## src/rtl/cbi980_pkg.sv

```systemverilog
// cbi980_pkg
//   Shared definitions for the CBI980 audio block and its core glue logic:
//   register map, FIFO geometry, status/control bit positions, and the
//   CPU-word to codec-sample formatter used by both transmit channels.
package cbi980_pkg;

   // Register byte addresses, in map order CVR..DIN0R
   localparam logic [7:0] CVR    = 8'h00;
   localparam logic [7:0] CR     = 8'h04;
   localparam logic [7:0] SR     = 8'h08;
   localparam logic [7:0] IER    = 8'h0C;
   localparam logic [7:0] LCFR   = 8'h10;
   localparam logic [7:0] DOUT1R = 8'h14;
   localparam logic [7:0] DOUT0R = 8'h18;
   localparam logic [7:0] DIN1R  = 8'h1C;
   localparam logic [7:0] DIN0R  = 8'h20;

   // FIFO and sample geometry
   localparam int FIFO_DEPTH_LOG2 = 4;
   localparam int DATA_W          = 32;
   localparam int SAMPLE_W        = 24;
   localparam int OCTET_MAX       = 3;

   // CR bit positions
   localparam int CR_TXEN    = 0;
   localparam int CR_RXEN    = 1;
   localparam int CR_IRQ_RST = 2;

   // SR bit positions (two bits per flag: [ch1, ch0])
   localparam int SR_TXE_LO    = 0;
   localparam int SR_TXNF_LO   = 2;
   localparam int SR_TX_UNF_LO = 4;

   // Converts one CPU word into an MSB-aligned codec sample.
   // The significant bytes are first gathered into the low bits of s; a
   // full 24-bit reversal then both bit-reverses them and moves them to
   // the top, so the lsb_first path needs no separate shift.
   function automatic logic [SAMPLE_W-1:0] fmt_sample(
      input logic [DATA_W-1:0] w,
      input logic [2:0]        octet_cnt,
      input logic              rjust,
      input logic              lsb_first
   );
      logic [2:0]          n;
      logic [SAMPLE_W-1:0] s;
      logic [SAMPLE_W-1:0] r;
      n = octet_cnt;
      if (octet_cnt == 3'd0 || octet_cnt > 3'(OCTET_MAX)) begin
         n = 3'(OCTET_MAX);
      end
      case (n)
         3'd1:    s = rjust ? {16'h0, w[7:0]}  : {16'h0, w[31:24]};
         3'd2:    s = rjust ? {8'h0,  w[15:0]} : {8'h0,  w[31:16]};
         default: s = rjust ? w[23:0]          : w[31:8];
      endcase
      r = '0;
      if (lsb_first) begin
         for (int i = 0; i < SAMPLE_W; i++) begin
            r[i] = s[SAMPLE_W-1-i];
         end
      end else begin
         case (n)
            3'd1:    r = s << 16;
            3'd2:    r = s << 8;
            default: r = s;
         endcase
      end
      return r;
   endfunction

endpackage

```

## src/rtl/i2s_chan_fifo.sv

```systemverilog
// i2s_chan_fifo
//   One transmit channel: sample memory, head/tail pointers with wrap bit,
//   status flags, sticky underrun and write-drop pulse.
// Ports:
//   clk, rst            clock, asynchronous active-high reset
//   txen                transmit enable; gates pops, underruns and dout
//   octet_cnt/rjust/lsb_first  live formatting controls
//   wr_en, wr_data      CPU push
//   unf_clr             clears the sticky underrun flag
//   ack                 codec consumed the presented sample
//   dout                formatted sample at the tail (0 when idle/empty)
//   empty, not_full     occupancy flags
//   unf                 sticky underrun
//   drop                one-cycle pulse after a discarded write
//   level               occupancy 0..DEPTH
module i2s_chan_fifo
   import cbi980_pkg::*;
#(
   parameter int DEPTH_LOG2 = FIFO_DEPTH_LOG2
) (
   input  logic                  clk,
   input  logic                  rst,
   input  logic                  txen,
   input  logic [2:0]            octet_cnt,
   input  logic                  rjust,
   input  logic                  lsb_first,
   input  logic                  wr_en,
   input  logic [DATA_W-1:0]     wr_data,
   input  logic                  unf_clr,
   input  logic                  ack,
   output logic [SAMPLE_W-1:0]   dout,
   output logic                  empty,
   output logic                  not_full,
   output logic                  unf,
   output logic                  drop,
   output logic [DEPTH_LOG2:0]   level
);

   localparam int DEPTH = 1 << DEPTH_LOG2;

   logic [DEPTH_LOG2:0] head_q, head_d;
   logic [DEPTH_LOG2:0] tail_q, tail_d;
   logic                unf_q, unf_d;
   logic                drop_q, drop_d;

   logic [DATA_W-1:0]   mem [DEPTH];
   logic [DATA_W-1:0]   rd_word;

   logic full;
   logic pop;
   logic push;
   logic underrun;

   assign empty    = (head_q == tail_q);
   assign full     = (head_q[DEPTH_LOG2-1:0] == tail_q[DEPTH_LOG2-1:0]) &&
                     (head_q[DEPTH_LOG2] != tail_q[DEPTH_LOG2]);
   assign not_full = !full;
   assign level    = head_q - tail_q;

   // An ack on an empty FIFO never bypasses a same-cycle write.
   assign pop      = ack && txen && !empty;
   assign underrun = ack && txen && empty;
   // A full FIFO still accepts a write when the same cycle frees a slot.
   assign push     = wr_en && (!full || pop);

   always_comb begin
      head_d = head_q;
      tail_d = tail_q;
      unf_d  = unf_q;
      drop_d = wr_en && full && !pop;
      if (push) begin
         head_d = head_q + (DEPTH_LOG2+1)'(1);
      end
      if (pop) begin
         tail_d = tail_q + (DEPTH_LOG2+1)'(1);
      end
      // A new underrun takes priority over the clear.
      if (underrun) begin
         unf_d = 1'b1;
      end else if (unf_clr) begin
         unf_d = 1'b0;
      end
   end

   always_ff @(posedge clk or posedge rst) begin
      if (rst) begin
         head_q <= '0;
         tail_q <= '0;
         unf_q  <= 1'b0;
         drop_q <= 1'b0;
      end else begin
         head_q <= head_d;
         tail_q <= tail_d;
         unf_q  <= unf_d;
         drop_q <= drop_d;
      end
   end

   // Sample storage carries no reset; occupancy is tracked by the pointers.
   always_ff @(posedge clk) begin
      if (push) begin
         mem[head_q[DEPTH_LOG2-1:0]] <= wr_data;
      end
   end

   // Read is asynchronous so the next word is presented the cycle after an ack.
   assign rd_word = mem[tail_q[DEPTH_LOG2-1:0]];
   assign dout    = (txen && !empty) ?
                    fmt_sample(rd_word, octet_cnt, rjust, lsb_first) : '0;
   assign unf     = unf_q;
   assign drop    = drop_q;

endmodule

```

## src/rtl/i2s_tx_fifo.sv

```systemverilog
// i2s_tx_fifo
//   Dual-channel transmit sample buffer between the CPU DOUTnR writes and
//   the codec serial interface.
// Ports:
//   clk, rst                    clock, asynchronous active-high reset
//   txen                        transmit enable
//   octet_cnt, rjust, lsb_first sample formatting controls
//   wr0_en/wr0_data, wr1_en/wr1_data   per-channel pushes
//   unf_clr                     clears both sticky underrun flags
//   aud_din_ack[1:0]            codec consumed channel sample
//   aud_din0, aud_din1          formatted samples to codec
//   txe, txnf, tx_unf, wr_drop  per-channel status [ch1, ch0]
//   level0, level1              per-channel occupancy
module i2s_tx_fifo
   import cbi980_pkg::*;
#(
   parameter int DEPTH_LOG2 = FIFO_DEPTH_LOG2
) (
   input  logic                  clk,
   input  logic                  rst,
   input  logic                  txen,
   input  logic [2:0]            octet_cnt,
   input  logic                  rjust,
   input  logic                  lsb_first,
   input  logic                  wr0_en,
   input  logic [DATA_W-1:0]     wr0_data,
   input  logic                  wr1_en,
   input  logic [DATA_W-1:0]     wr1_data,
   input  logic                  unf_clr,
   input  logic [1:0]            aud_din_ack,
   output logic [SAMPLE_W-1:0]   aud_din0,
   output logic [SAMPLE_W-1:0]   aud_din1,
   output logic [1:0]            txe,
   output logic [1:0]            txnf,
   output logic [1:0]            tx_unf,
   output logic [1:0]            wr_drop,
   output logic [DEPTH_LOG2:0]   level0,
   output logic [DEPTH_LOG2:0]   level1
);

   logic                wr_en_a   [2];
   logic [DATA_W-1:0]   wr_data_a [2];
   logic [SAMPLE_W-1:0] dout_a    [2];
   logic [DEPTH_LOG2:0] level_a   [2];

   assign wr_en_a[0]   = wr0_en;
   assign wr_en_a[1]   = wr1_en;
   assign wr_data_a[0] = wr0_data;
   assign wr_data_a[1] = wr1_data;

   genvar gi;
   generate
      for (gi = 0; gi < 2; gi++) begin : g_chan
         i2s_chan_fifo #(
            .DEPTH_LOG2 (DEPTH_LOG2)
         ) u_chan (
            .clk       (clk),
            .rst       (rst),
            .txen      (txen),
            .octet_cnt (octet_cnt),
            .rjust     (rjust),
            .lsb_first (lsb_first),
            .wr_en     (wr_en_a[gi]),
            .wr_data   (wr_data_a[gi]),
            .unf_clr   (unf_clr),
            .ack       (aud_din_ack[gi]),
            .dout      (dout_a[gi]),
            .empty     (txe[gi]),
            .not_full  (txnf[gi]),
            .unf       (tx_unf[gi]),
            .drop      (wr_drop[gi]),
            .level     (level_a[gi])
         );
      end
   endgenerate

   assign aud_din0 = dout_a[0];
   assign aud_din1 = dout_a[1];
   assign level0   = level_a[0];
   assign level1   = level_a[1];

endmodule

```

## config.mk

```make
export PLATFORM = sky130hd
export DESIGN_NAME = i2s_tx_fifo
export DESIGN_NICKNAME = d
export VERILOG_FILES = /design/src/rtl/cbi980_pkg.sv /design/src/rtl/i2s_chan_fifo.sv /design/src/rtl/i2s_tx_fifo.sv
export SDC_FILE = /design/constraint.sdc
export NUM_CORES = 1
export LEC_CHECK = 0
export ABC_CLOCK_PERIOD_IN_PS = 4500
export BUFFER_PORTS_ARGS = -buffer_cell sky130_fd_sc_hd__buf_2
export CORE_ASPECT_RATIO = 1.5
export CORE_MARGIN = 1
export CORE_UTILIZATION = 50
export DETAILED_ROUTE_END_ITERATION = 10
export HOLD_SLACK_MARGIN = 0.05
export PLACE_DENSITY = 0.7
export SLEW_MARGIN = 10
export SYNTH_ARGS = -nofsm -noshare
export SYNTH_HDL_FRONTEND = slang
export SYNTH_SLANG_ARGS = --single-unit
```

## constraint.sdc

```tcl
create_clock -name clk -period 4.5 [get_ports clk]
set_clock_uncertainty 0.05 [all_clocks]
set_input_delay 0.9 -clock clk [delete_from_list [all_inputs] [get_ports clk]]
set_output_delay 0.9 -clock clk [all_outputs]
set_load 0.03 [all_outputs]
```

Word level (Yosys, flattened, before mapping)
Memory sizes are Yosys's and may differ from the RTL's.
Index checks and enable logic that the tools add are counted.
{ "op_classes": {"add_sub_neg": 6, "mux": 22, "n_reduce_logical": 28, "eq_ne": 8, "magnitude_cmp": 1} }
{ "op_table": {"columns": ["operator", "n"], "rows": [
  ["$pmux 24 s2", 4],
  ["$mux 24", 6],
  ["$mux 16", 2],
  ["$add 5x1->5 const B", 4],
  ["$logic_and 1x1->1", 16],
  ["$mux 8", 2],
  ["$eq 5x5->1", 2],
  ["$sub 5x5->5", 2],
  ["$eq 4x4->1", 2],
  ["$mux 1", 7],
  ["$logic_not 1->1", 6],
  ["$reduce_bool 2->1", 2],
  ["$eq 3x1->1 const B", 1],
  ["$eq 3x2->1 const B", 1],
  ["$gt 3x2->1 const B", 1],
  ["$logic_not 3->1", 1],
  ["$logic_or 1x1->1", 3],
  ["$mux 3", 1],
  ["$ne 1x1->1", 2]
]} }
{ "totals": {"mem_bits_rw": 1024, "elab_cells": 75, "in_bits": 77, "memories": 2, "ff_bits": 24, "out_inout_bits": 66} }
{ "memory_table": {"columns": ["memory", "depth", "word_bits", "rd", "rd_clocked_by_memory_dff", "write_ports", "line", "source"], "rows": [
  ["g_chan[0].u_chan.mem", 16, 32, 1, 0, 1, "i2s_chan_fifo.sv:46", "logic [DATA_W-1:0] mem [DEPTH];"],
  ["g_chan[1].u_chan.mem", 16, 32, 1, 0, 1, "i2s_chan_fifo.sv:46", null]
]} }

Longest topological paths before layout
Gate-level depths: netlist of run 1.
{ "depth": {"depth_word": 8, "ltp_mapped": 12} }

Modules after synthesis
A second synthesis of run 1 with hierarchy kept.
{ "hier_totals": {"cells_unflattened": 2367, "area_unflattened_um2": 43464.2} }
{ "by_module_without_submodules": {"columns": ["module", "instances", "area_each_um2", "seq_area_each_um2", "cells_each"], "rows": [
  ["i2s_chan_fifo at g_chan[0].u_chan", 1, 21738.3, 15675.0, 1177],
  ["i2s_chan_fifo at g_chan[1].u_chan", 1, 21725.8, 15675.0, 1190]
]} }

Worst setup path before layout of run 1
OpenSTA, ideal clock, no wires.
{ "synth_path": {"kind": "register to register", "from": "register g_chan[1].u_chan.tail_q[1]", "to": "memory g_chan[1].u_chan.mem[3][0], enable pin", "slack_ps": -527, "required_ps": 3989, "setup_ps": 461, "arrival_ps": 4516, "period_less_slack_ps": 5027, "stages_incl_launch_ff": 11, "cell_sequence": "dfrtp_1 > buf_6 > buf_4 > buf_2 > clkinv_1 > ha_1 > nand4_1 > nor2_1 > a21boi_1 > nand2_1 > nor3_1"} }
{ "synth_via": {"elab_chain_len": 7, "elab_cells_between_ends": 10, "cone_classes": "eq/ne: 2; mux: 2; reduce/logical: 6"} }
{ "synth_rtl": {"columns": ["element", "line", "source"], "rows": [
  ["from (decl)", "i2s_chan_fifo.sv:42", "logic [DEPTH_LOG2:0] tail_q, tail_d;"],
  ["from (signal assigned)", "i2s_chan_fifo.sv:93", "tail_q <= tail_d;"],
  ["$eq 5x5->1 / $eq 4x4->1 (equally long branches)", "i2s_chan_fifo.sv:54, i2s_chan_fifo.sv:55", null],
  ["$logic_not 1->1 / $logic_and 1x1->1 (equally long branches)", "i2s_chan_fifo.sv:61, i2s_chan_fifo.sv:55", null],
  ["$logic_and 1x1->1 / $logic_not 1->1 (equally long branches)", "i2s_chan_fifo.sv:61, i2s_chan_fifo.sv:64", null],
  ["$logic_or 1x1->1 *", "i2s_chan_fifo.sv:64", "assign push = wr_en && (!full || pop);"],
  ["$logic_and 1x1->1 *", "i2s_chan_fifo.sv:64", null],
  ["$mux 1 *", "i2s_chan_fifo.sv:101", "if (push) begin"],
  ["$mux 1 (not written as such) *", "i2s_chan_fifo.sv:102", "mem[head_q[DEPTH_LOG2-1:0]] <= wr_data;"],
  ["to (decl)", "i2s_chan_fifo.sv:46", null]
]} }
Every way passes the cells marked *; elsewhere a longest branch is shown, timed or not.

Worst setup path after layout of run 1
{ "layout_path": {"from": "input port rjust", "to": "output port aud_din0[22]"} }
{ "layout_via": {"elab_chain_len": 5, "elab_cells_between_ends": 7, "cone_classes": "mux: 7"} }
{ "layout_rtl": {"columns": ["element", "line", "source"], "rows": [
  ["from (decl)", "i2s_tx_fifo.sv:23", "input logic rjust,"],
  ["$mux 24 (tied with other cells)", "cbi980_pkg.sv:54", "default: s = rjust ? w[23:0] : w[31:8];"],
  ["$pmux 24 s2 *", "cbi980_pkg.sv:51", "case (n)"],
  ["$pmux 24 s2", "cbi980_pkg.sv:62", "case (n)"],
  ["$mux 24 *", "cbi980_pkg.sv:57", "if (lsb_first) begin"],
  ["$mux 24 *", "i2s_chan_fifo.sv:108", "assign dout = (txen && !empty) ?"],
  ["to (decl)", "i2s_tx_fifo.sv:31", "output logic [SAMPLE_W-1:0] aud_din0,"]
]} }
Marked as above.

==> summary.txt, run 1 <==
Status
  • Status: finished with violations
  • Violated checks: negative setup slack

STA
  • Worst-Margin Slew: about 1300 ps
  • Slew Viols, Final: 0
  • Min cycle time layout: about 4500 ps
  • Final WS setup: -11.92 ps
  • Relative slew margins: between 10% and 20%
  • Final setup fails: 1
  • Fmax: ~0.22 GHz
  • RSZ-0062 raised after global routing: true
  • Final hold slack: about 380 ps
  • Final Hold Fails: 0
  • Final worst path period share: 100.3%

Global routing
  • Largest net degree at the start of global routing: between 50 and 60
  • Global-route wire length before repair: roughly 170 mm
  • Antenna violations before repair: 9
  • Grt ovf: 0
  • Vias in the first global route: about 24000
  • Global Route Usage Sum: between 20% and 30%

Worst setup path
  • Crit-path max FO: 13
  • Crit path kind: in2out
  • Reg-to-Reg End: g_chan[1].u_chan.mem[9][7]
  • Critical Path Source Type: primary input
  • Setup crit end kind: primary output
  • Reg-to-reg slack, setup: 780 ps
  • Reg2Reg Depth: 10
  • Req. time, crit path: 3550 ps
  • Critical Path Sink: aud_din0[22]
  • Arr. time, crit path: ~3600 ps
  • Timing startpoint of the critical path: rjust
  • FF-to-FF Start: g_chan[1].u_chan.tail_q[1]

Die
  • Core area: between 0.08 and 0.09 mm²
  • Die Footprint: 0.08757 mm²
  • Starting density of the core: 50.67%
  • Die X-Extent: ~240 µm
  • Die Ht: ~360 µm
  • Core Rows: 131
  • I/O pins: roughly 140

Flow run
  • Max-Cap Viols: 0

Placement
  • Dpl ws: approximately 79 ps
  • Post-DP Area: between 0.04 and 0.05 mm²
  • Hpwl dp: roughly 70 mm
  • Gp weighted congestion: 0.9550
  • Port Buf Inserts: 142

Detailed routing
  • Vias per cell: between 6 and 7
  • 1st-pass router iterations: 6
  • Routed Antenna Nets: 0
  • Drc violations: 0
  • WL/cell: 30.85 µm
  • DR vias: roughly 24000
  • Final wirelength: between 100 and 150 mm
  • Initial DRC Count: roughly 2700

Cells and area
  • Fin area: roughly 0.05 mm²
  • Area added between synthesis and finish: 16.94%
  • Ratio of cells with drive above 1 in the final layout: 30.22%
  • Final-stage net count: around 2700

Clock network
  • TritonCTS Buffers: 95
  • CTS clk-pin slew, worst paths: about 60 ps
  • Clock Sinks: 1048
  • Max Root-Sink Buffers: 3
  • Cts hold-fix bufs: 0
  • Root Driver: clkbuf_16
  • Worst-Skew Late Latency: ~700 ps
  • Htree depth: 3
  • CTS tree: yes

Power
  • VDD IR max: about 0.91 mV
  • Leak: between 15 and 20 nW
  • Pwr Density: ~670 mW/mm²

Logic synthesis
  • Post-synth top area cell: edfxtp_1
  • Post-synthesis cell area: roughly 0.043 mm²
  • Area contributors post-synth: edfxtp_1 (71%), mux4_2 (10%), mux2i_1 (3.4%)
  • Post-synth EDFFs: between 1000 and 1500
  • Cell variety after synth: between 80 and 90
  • Top cell type's share of synthesized area: slightly above 70%
  • Syn_nets: approximately 2400
  • Primary FF master, synth: edfxtp_1
  • FFs w/ async S/R, synth: approximately 2.3%
  • Post-Syn Area per Cell: 18.60 µm²
  • Flops & latches, synth: 1048
  • Yosys warns: 0
  • Post-synthesis sequential area ratio: between 70% and 80%
  • Mapped Cells: around 2300

Worst hold path
  • Tightest Hold Check Type: in2async
cells in the final DEF (no fill, tap or decap), drive strengths merged, types with 4 or more instances in the layout:
master	instances
clkbuf	122
nor4	4
buf	308
mux4	196
and2	9
and3	15
inv	31
xor2	5
nand2	109
clkinv	44
clkinvlp	8
a2111oi	6
a22oi	65
a22o	7
a31oi	15
a21o	7
nor2	104
mux2i	145
o22ai	15
a21oi	58
ha	18
o41ai	5
nor3	28
a211oi	14
dfrtp	24
o22a	8
nand2b	14
a311oi	4
o211ai	13
a2bb2oi	4
xnor2	21
nand4	9
nand3	23
o21ai	67
o21a	7
mux2	16
nor2b	18
edfxtp	1024
a221oi	31
bufinv	9
state kept, by name, summed over array words and instances, names as in the netlist:
signal / cells
g_chan.u_chan.mem: 1024
g_chan.u_chan.head_q: 10
g_chan.u_chan.tail_q: 10
g_chan.u_chan.drop: 2
g_chan.u_chan.unf: 2
layout make-up:
class                           instances  area, µm²
Inverter                               30      116.4
Antenna cell                            1      2.502
Sequential cell                      1048      31370
Clock buffer                          116       2519
Timing Repair Buffer                  317       3060
Multi-Input combinational cell       1104      11400
Tap cell                             1130       1414
Clock inverter                         62      611.8
Fill cell                            6215      34730
repair_timing:
| action | CTS | global route |
|---|---|---|
| buffers inserted | 27 | 3 |
| pin swaps | 4 | 13 |
| endpoints found under the setup margin | 48 | 34 |
| cloned | 5 | 4 |
| resized for setup | 79 | 83 |
power by group:
group / switching (W) / total (W) / internal, W / leakage [nW]
Sequential: 0.000464 / 0.0122 / 0.0118 / 9.54
Combinational: 0.00805 / 0.0134 / 0.00532 / 5.71
Clock: 0.00358 / 0.00812 / 0.00453 / 1.51
Total: 0.0121 / 0.0337 / 0.0216 / 16.8
stage by stage:
stage | utilization, % | std cells | setup TNS, ps | total power, W
final | 59.25 | 3808 | -11.92 | 0.03372
after global routing | 59.24 | 3807 | -317.4 | 0.03480
after CTS | 58.75 | 3801 | -43.86 | 0.03328
after detailed placement | 54.17 | 3591 | 0 | 0.02422
after global placement | 54.17 | 3591 | 0 | 0.02407
after floorplan | - | 2322 | 0 | 0.02011
critical path: stages:
cell     delay (ps)
buf_2           280
inv_1           230
buf_4           230
nor2_1          910
a22oi_1         240
a41o_1          270
a31oi_1         190
buf_4           140
buf_4           140
worst min-delay path by stage:
stage / from / endpoint / slack (ps) / cells after the start
2_1_floorplan: g_chan[1].u_chan.head_q[4] / g_chan[1].u_chan.head_q[4] / 450 / 1
3_3_place_gp: g_chan[1].u_chan.head_q[4] / g_chan[1].u_chan.head_q[4] / 460 / 1
3_5_place_dp: g_chan[1].u_chan.tail_q[4] / g_chan[1].u_chan.tail_q[4] / 470 / 1
4_1_cts: unf_clr / g_chan[1].u_chan.unf / 340 / 2
5_1_grt: unf_clr / g_chan[1].u_chan.unf / 370 / 2
6_report: rst / g_chan[0].u_chan.tail_q[1] / 380 / 2
Yosys cell counts, drive strengths merged, types with 4 or more instances:
cell	instances
and3	15
mux4	196
a221oi	31
and2	9
a2111oi	6
dfrtp	24
edfxtp	1024
inv	28
mux2	16
nor2	104
a2bb2oi	4
nand2b	14
o21ai	67
clkbuf	21
o41ai	5
a311oi	4
xor2	5
a22oi	65
nor4	4
nor3	28
o211ai	13
a22o	7
buf	119
o22a	8
nor2b	18
a31oi	15
a21o	7
nand4	9
nand3	23
ha	18
nand2	109
o21a	7
mux2i	145
a21oi	58
xnor2	21
o22ai	15
a211oi	14
routing by layer:
layer	vias to the layer above	GRT usage (%)	routed length (µm)
met5	-	0	82
met4	12	12.94	5645
met3	292	5.364	9715
met2	1252	45.17	58630
met1	12517	33.34	43420
li1	10048	-	-
cells by family after synthesis:
family	Yosys count	synth area share [%]
buf+inv	170	2.715
simple gates	343	3.651
xor+xnor	26	0.5273
mux	357	14.04
flops	1048	72.60
fa+ha+maj	20	0.6143
compound gates	358	5.850
(Power assumes the default switching activity.)
==> run 2: changes to the inputs <==
- CORE_MARGIN: 1 -> 1.5
- SETUP_SLACK_MARGIN: unset -> 0.3
- SYNTH_HIERARCHICAL: unset -> 1
==> run 2 against run 1 <==
The run now ends clean. Total power increased by 11%. Setup slack better by 170 ps. Routed wire length increased by 8.1%. Sequential share of layout area shrank 4.0 points. Register-to-register slack worse by 200 ps. Final cell count up 5.6%. Global-route usage is 1.6 points higher. Combinational power increased by 25%. Worst hold slack got worse by 110 ps. Sequential cell count unchanged. Critical path type is now reg2out. Critical endpoint is now aud_din1[19].
==> summary.txt, run 2 <==
Worst setup path
  • Reg2Reg Depth: 13 (was 10)
  • Reg-to-reg slack, setup: 580 ps (was 780 ps)
  • Req. time, crit path: 3550 ps (about the same)
  • Crit path kind: reg2out (was in2out)
  • FF-to-FF Start: g_chan[1].u_chan/tail_q[0] (was g_chan[1].u_chan.tail_q[1])
  • Critical Path Source Type: register (was primary input)
  • Reg-to-Reg End: g_chan[1].u_chan/mem[13][24] (was g_chan[1].u_chan.mem[9][7])
  • Crit-path max FO: 7 (was 13)
  • Timing startpoint of the critical path: g_chan[1].u_chan/tail_q[0] (was rjust)
  • Setup crit end kind: primary output (unchanged)
  • Arr. time, crit path: 3390 ps (was 3560 ps)
  • Critical Path Sink: aud_din1[19] (was aud_din0[22])

Logic synthesis
  • Post-synth top area cell: edfxtp_1 (unchanged)
  • Post-synth EDFFs: 1024 (unchanged)
  • Post-synthesis cell area: 0.04346 mm² (was 0.04318 mm²)
  • Post-Syn Area per Cell: 18.36 µm² (was 18.60 µm²)
  • Primary FF master, synth: edfxtp_1 (unchanged)
  • Syn_nets: 2464 (was 2419)
  • Area contributors post-synth: edfxtp_1 (71%), mux4_2 (8.0%), mux2i_1 (3.4%) (was edfxtp_1 (71%), mux4_2 (10%), mux2i_1 (3.4%))
  • Top cell type's share of synthesized area: 70.75% (was 71.21%)
  • Post-synthesis sequential area ratio: 72.13% (was 72.60%)
  • Cell variety after synth: 90 (was 83)
  • Most common cell in the netlist: edfxtp_1 (unchanged)
  • Flops & latches, synth: 1048 (unchanged)
  • Mapped Cells: 2367 (was 2322)
  • Yosys warns: 6 (was 0)
  • Most common library cells after synthesis: edfxtp_1 (1024), mux4_2 (155), mux2i_1 (149), nor2_1 (105), nand2_1 (101) (was edfxtp_1 (1024), mux4_2 (191), mux2i_1 (145), nand2_1 (108), nor2_1 (102))
  • FFs w/ async S/R, synth: 2.290% (unchanged)

Detailed routing
  • 1st-pass router iterations: 5 (was 6)
  • DR vias: 25358 (was 24121)
  • Final wirelength: 127.0 mm (was 117.5 mm)
  • Drc violations: 0 (unchanged)
  • Initial DRC Count: 2357 (was 2663)
  • Vias per cell: 6.306 (was 6.334)
  • WL/cell: 31.58 µm (was 30.85 µm)
  • Routed Antenna Nets: 0 (unchanged)

STA
  • Slew Viols, Final: 0 (unchanged)
  • Relative slew margins: 30.29% (was 12.63%)
  • Worst-Margin Slew: 1042 ps (was 1306 ps)
  • Final hold slack: 271.5 ps (was 377.6 ps)
  • Final Hold Fails: 0 (unchanged)
  • Final setup fails: 0 (was 1)
  • RSZ-0062 raised after global routing: true (unchanged)
  • Min cycle time layout: 4344 ps (was 4512 ps)
  • Final WS setup: 155.7 ps (was -11.92 ps)
  • TNS Setup: 0 ps (was -11.92 ps)
  • Fmax: 0.2302 GHz (was 0.2216 GHz)
  • Final worst path period share: 96.54% (was 100.3%)

Placement
  • Hpwl dp: 75.52 mm (was 70.00 mm)
  • Port Buf Inserts: 142 (unchanged)
  • Gp weighted congestion: 0.9313 (was 0.9550)
  • Dpl ws: 168.4 ps (was 79.34 ps)
  • Cells after DPL: 3669 (was 3591)

Cells and area
  • Area added between synthesis and finish: 24.14% (was 16.94%)
  • Fillers: 5981 (was 6215)
  • Commonest cells after routing, fill and taps aside: edfxtp_1 (1024), buf_4 (202), mux4_2 (167), mux2i_1 (132), clkbuf_16 (101) (was edfxtp_1 (1024), mux4_2 (191), mux2i_1 (134), buf_2 (133), nand2_1 (105))
  • Fin cells: 4021 (was 3808)
  • Final-stage net count: 2890 (was 2693)
  • Ratio of cells with drive above 1 in the final layout: 40.26% (was 30.22%)
  • Multi-input gate area: 0.01294 mm² (was 0.01140 mm²)
  • Max reg flops: 1024 (unchanged)
  • Leading cell type in the layout, fill and taps excluded: edfxtp_1 (unchanged)
  • Sequential cell area: 0.03138 mm² (was 0.03137 mm²)

Clock network
  • CTS clk-pin slew, worst paths: 70 ps (was 60 ps)
  • Max Root-Sink Buffers: 3 (unchanged)
  • Root Driver: clkbuf_16 (unchanged)
  • Htree depth: 3 (unchanged)
  • CTS tree: yes (unchanged)
  • Worst-Skew Late Latency: 700 ps (about the same)
  • Clock Sinks: 1048 (unchanged)
  • TritonCTS Buffers: 97 (was 95)

Global routing
  • Antenna violations before repair: 11 (was 9)
  • Largest net degree at the start of global routing: 33 (was 57)
  • Grt ovf: 0 (unchanged)
  • Global Route Usage Sum: 28.40% (was 26.83%)
  • Vias in the first global route: 26209 (was 24366)
  • Global-route wire length before repair: 179.6 mm (was 168.6 mm)

Power
  • Pwr Density: 693.4 mW/mm² (was 667.7 mW/mm²)
  • VDD IR max: 0.5197 mV (was 0.9133 mV)
  • Leak: 18.24 nW (was 16.77 nW)
  • Tot Pwr: 0.03741 W (was 0.03372 W)

Die
  • Core area: 0.08621 mm² (was 0.08523 mm²)
  • Starting density of the core: 50.42% (was 50.67%)
  • Die X-Extent: 243.7 µm (was 242.0 µm)
  • I/O pins: 143 (unchanged)
  • Die Ht: 364.1 µm (was 361.9 µm)
  • Core Rows: 132 (was 131)
  • Die Footprint: 0.08874 mm² (was 0.08757 mm²)

Worst hold path
  • Tightest Hold Check Type: in2async (unchanged)

Flow run
  • Max-Cap Viols: 0 (unchanged)

Status
  • Status: completed (was finished with violations)
[run 2: changes by cell type after synthesis, sizes merged, moves of 8 or more]
| cell | delta |
|---|---|
| mux4 | -16 |
| nand2b | +16 |
| buf | -25 |
| a22oi | -33 |
| clkbuf | +18 |
| o21a | +8 |
| o22ai | +10 |
| o221ai | +9 |
| mux2 | +21 |
[run 2: per-layer routing]
metal  global-route usage, %  vias up  wire [µm]
li1                        -    10554          -
met1                   32.39    13199      43600
met2                   50.23     1240      65980
met3                   4.145      357       8738
met4                   17.74        8       8591
met5                       0        -         59
[run 2: worst min-delay path by stage]
| stage | end | slack [ps] | cells past startpoint |
|---|---|---|---|
| CTS | g_chan[1].u_chan/head_q[3] | 240 | 2 |
| global placement | g_chan[1].u_chan/head_q[4] | 460 | 1 |
| finish | g_chan[1].u_chan/tail_q[3] | 270 | 2 |
| floorplan | g_chan[0].u_chan/head_q[4] | 450 | 1 |
| global route | g_chan[1].u_chan/head_q[3] | 300 | 2 |
| detailed placement | g_chan[0].u_chan/tail_q[4] | 470 | 1 |
[run 2: cells by family (layout without fill, tap and decap cells)]
group | after synthesis | after routing | synth area share, %
simple gates | 371 | 371 | 4.134
xor+xnor | 26 | 26 | 0.5239
other cells | 0 | 6 | 0
fa+ha+maj | 20 | 20 | 0.6103
buf+inv | 165 | 674 | 2.611
flops | 1048 | 1048 | 72.13
mux | 366 | 366 | 13.93
compound gates | 371 | 371 | 6.060
[run 2: critical path, cell delays in order (launching register included)]
cell	delay [ps]
dfrtp_4	520
buf_12	160
buf_12	130
buf_16	150
buf_12	150
mux2i_1	130
a221oi_2	250
a22o_2	270
and2_4	180
o21ai_0	60
and4b_1	210
a311oi_2	260
buf_4	210
[run 2: report_power, final]
part | switching [W] | leakage (nW) | internal [W] | total, W
combinational | 0.00933 | 7.10 | 0.00740 | 0.0167
clock | 0.00363 | 1.60 | 0.00483 | 0.00846
sequential | 0.000452 | 9.54 | 0.0118 | 0.0122
total | 0.0134 | 18.2 | 0.0240 | 0.0374
[run 2: timing repair]
item / in CTS / in global routing
endpoints found under the setup margin: 50 / 47
hold buffers: 0 / 0
resized for setup: 373 / 209
cloned: 13 / 3
setup buffers: 102 / 46
pin swaps: 78 / 104
[run 2: final cells by class]
cell class                      instances  area share [%]
Clock inverter                         63           1.338
Antenna cell                            6         0.02783
Tap cell                             1139           2.641
Inverter                               32          0.2597
Sequential cell                      1048           58.15
Clock buffer                          119           4.747
Timing Repair Buffer                  460           8.847
Multi-Input combinational cell       1154           23.99
[run 2: stage by stage]
| stage | cell area, µm² | utilization [%] |
|---|---|---|
| floorplan | 43500 | - |
| global placement | 46520 | 53.96 |
| detailed placement | 46520 | 53.96 |
| CTS | 52650 | 61.07 |
| global route | 53950 | 62.57 |
| finish | 53960 | 62.58 |
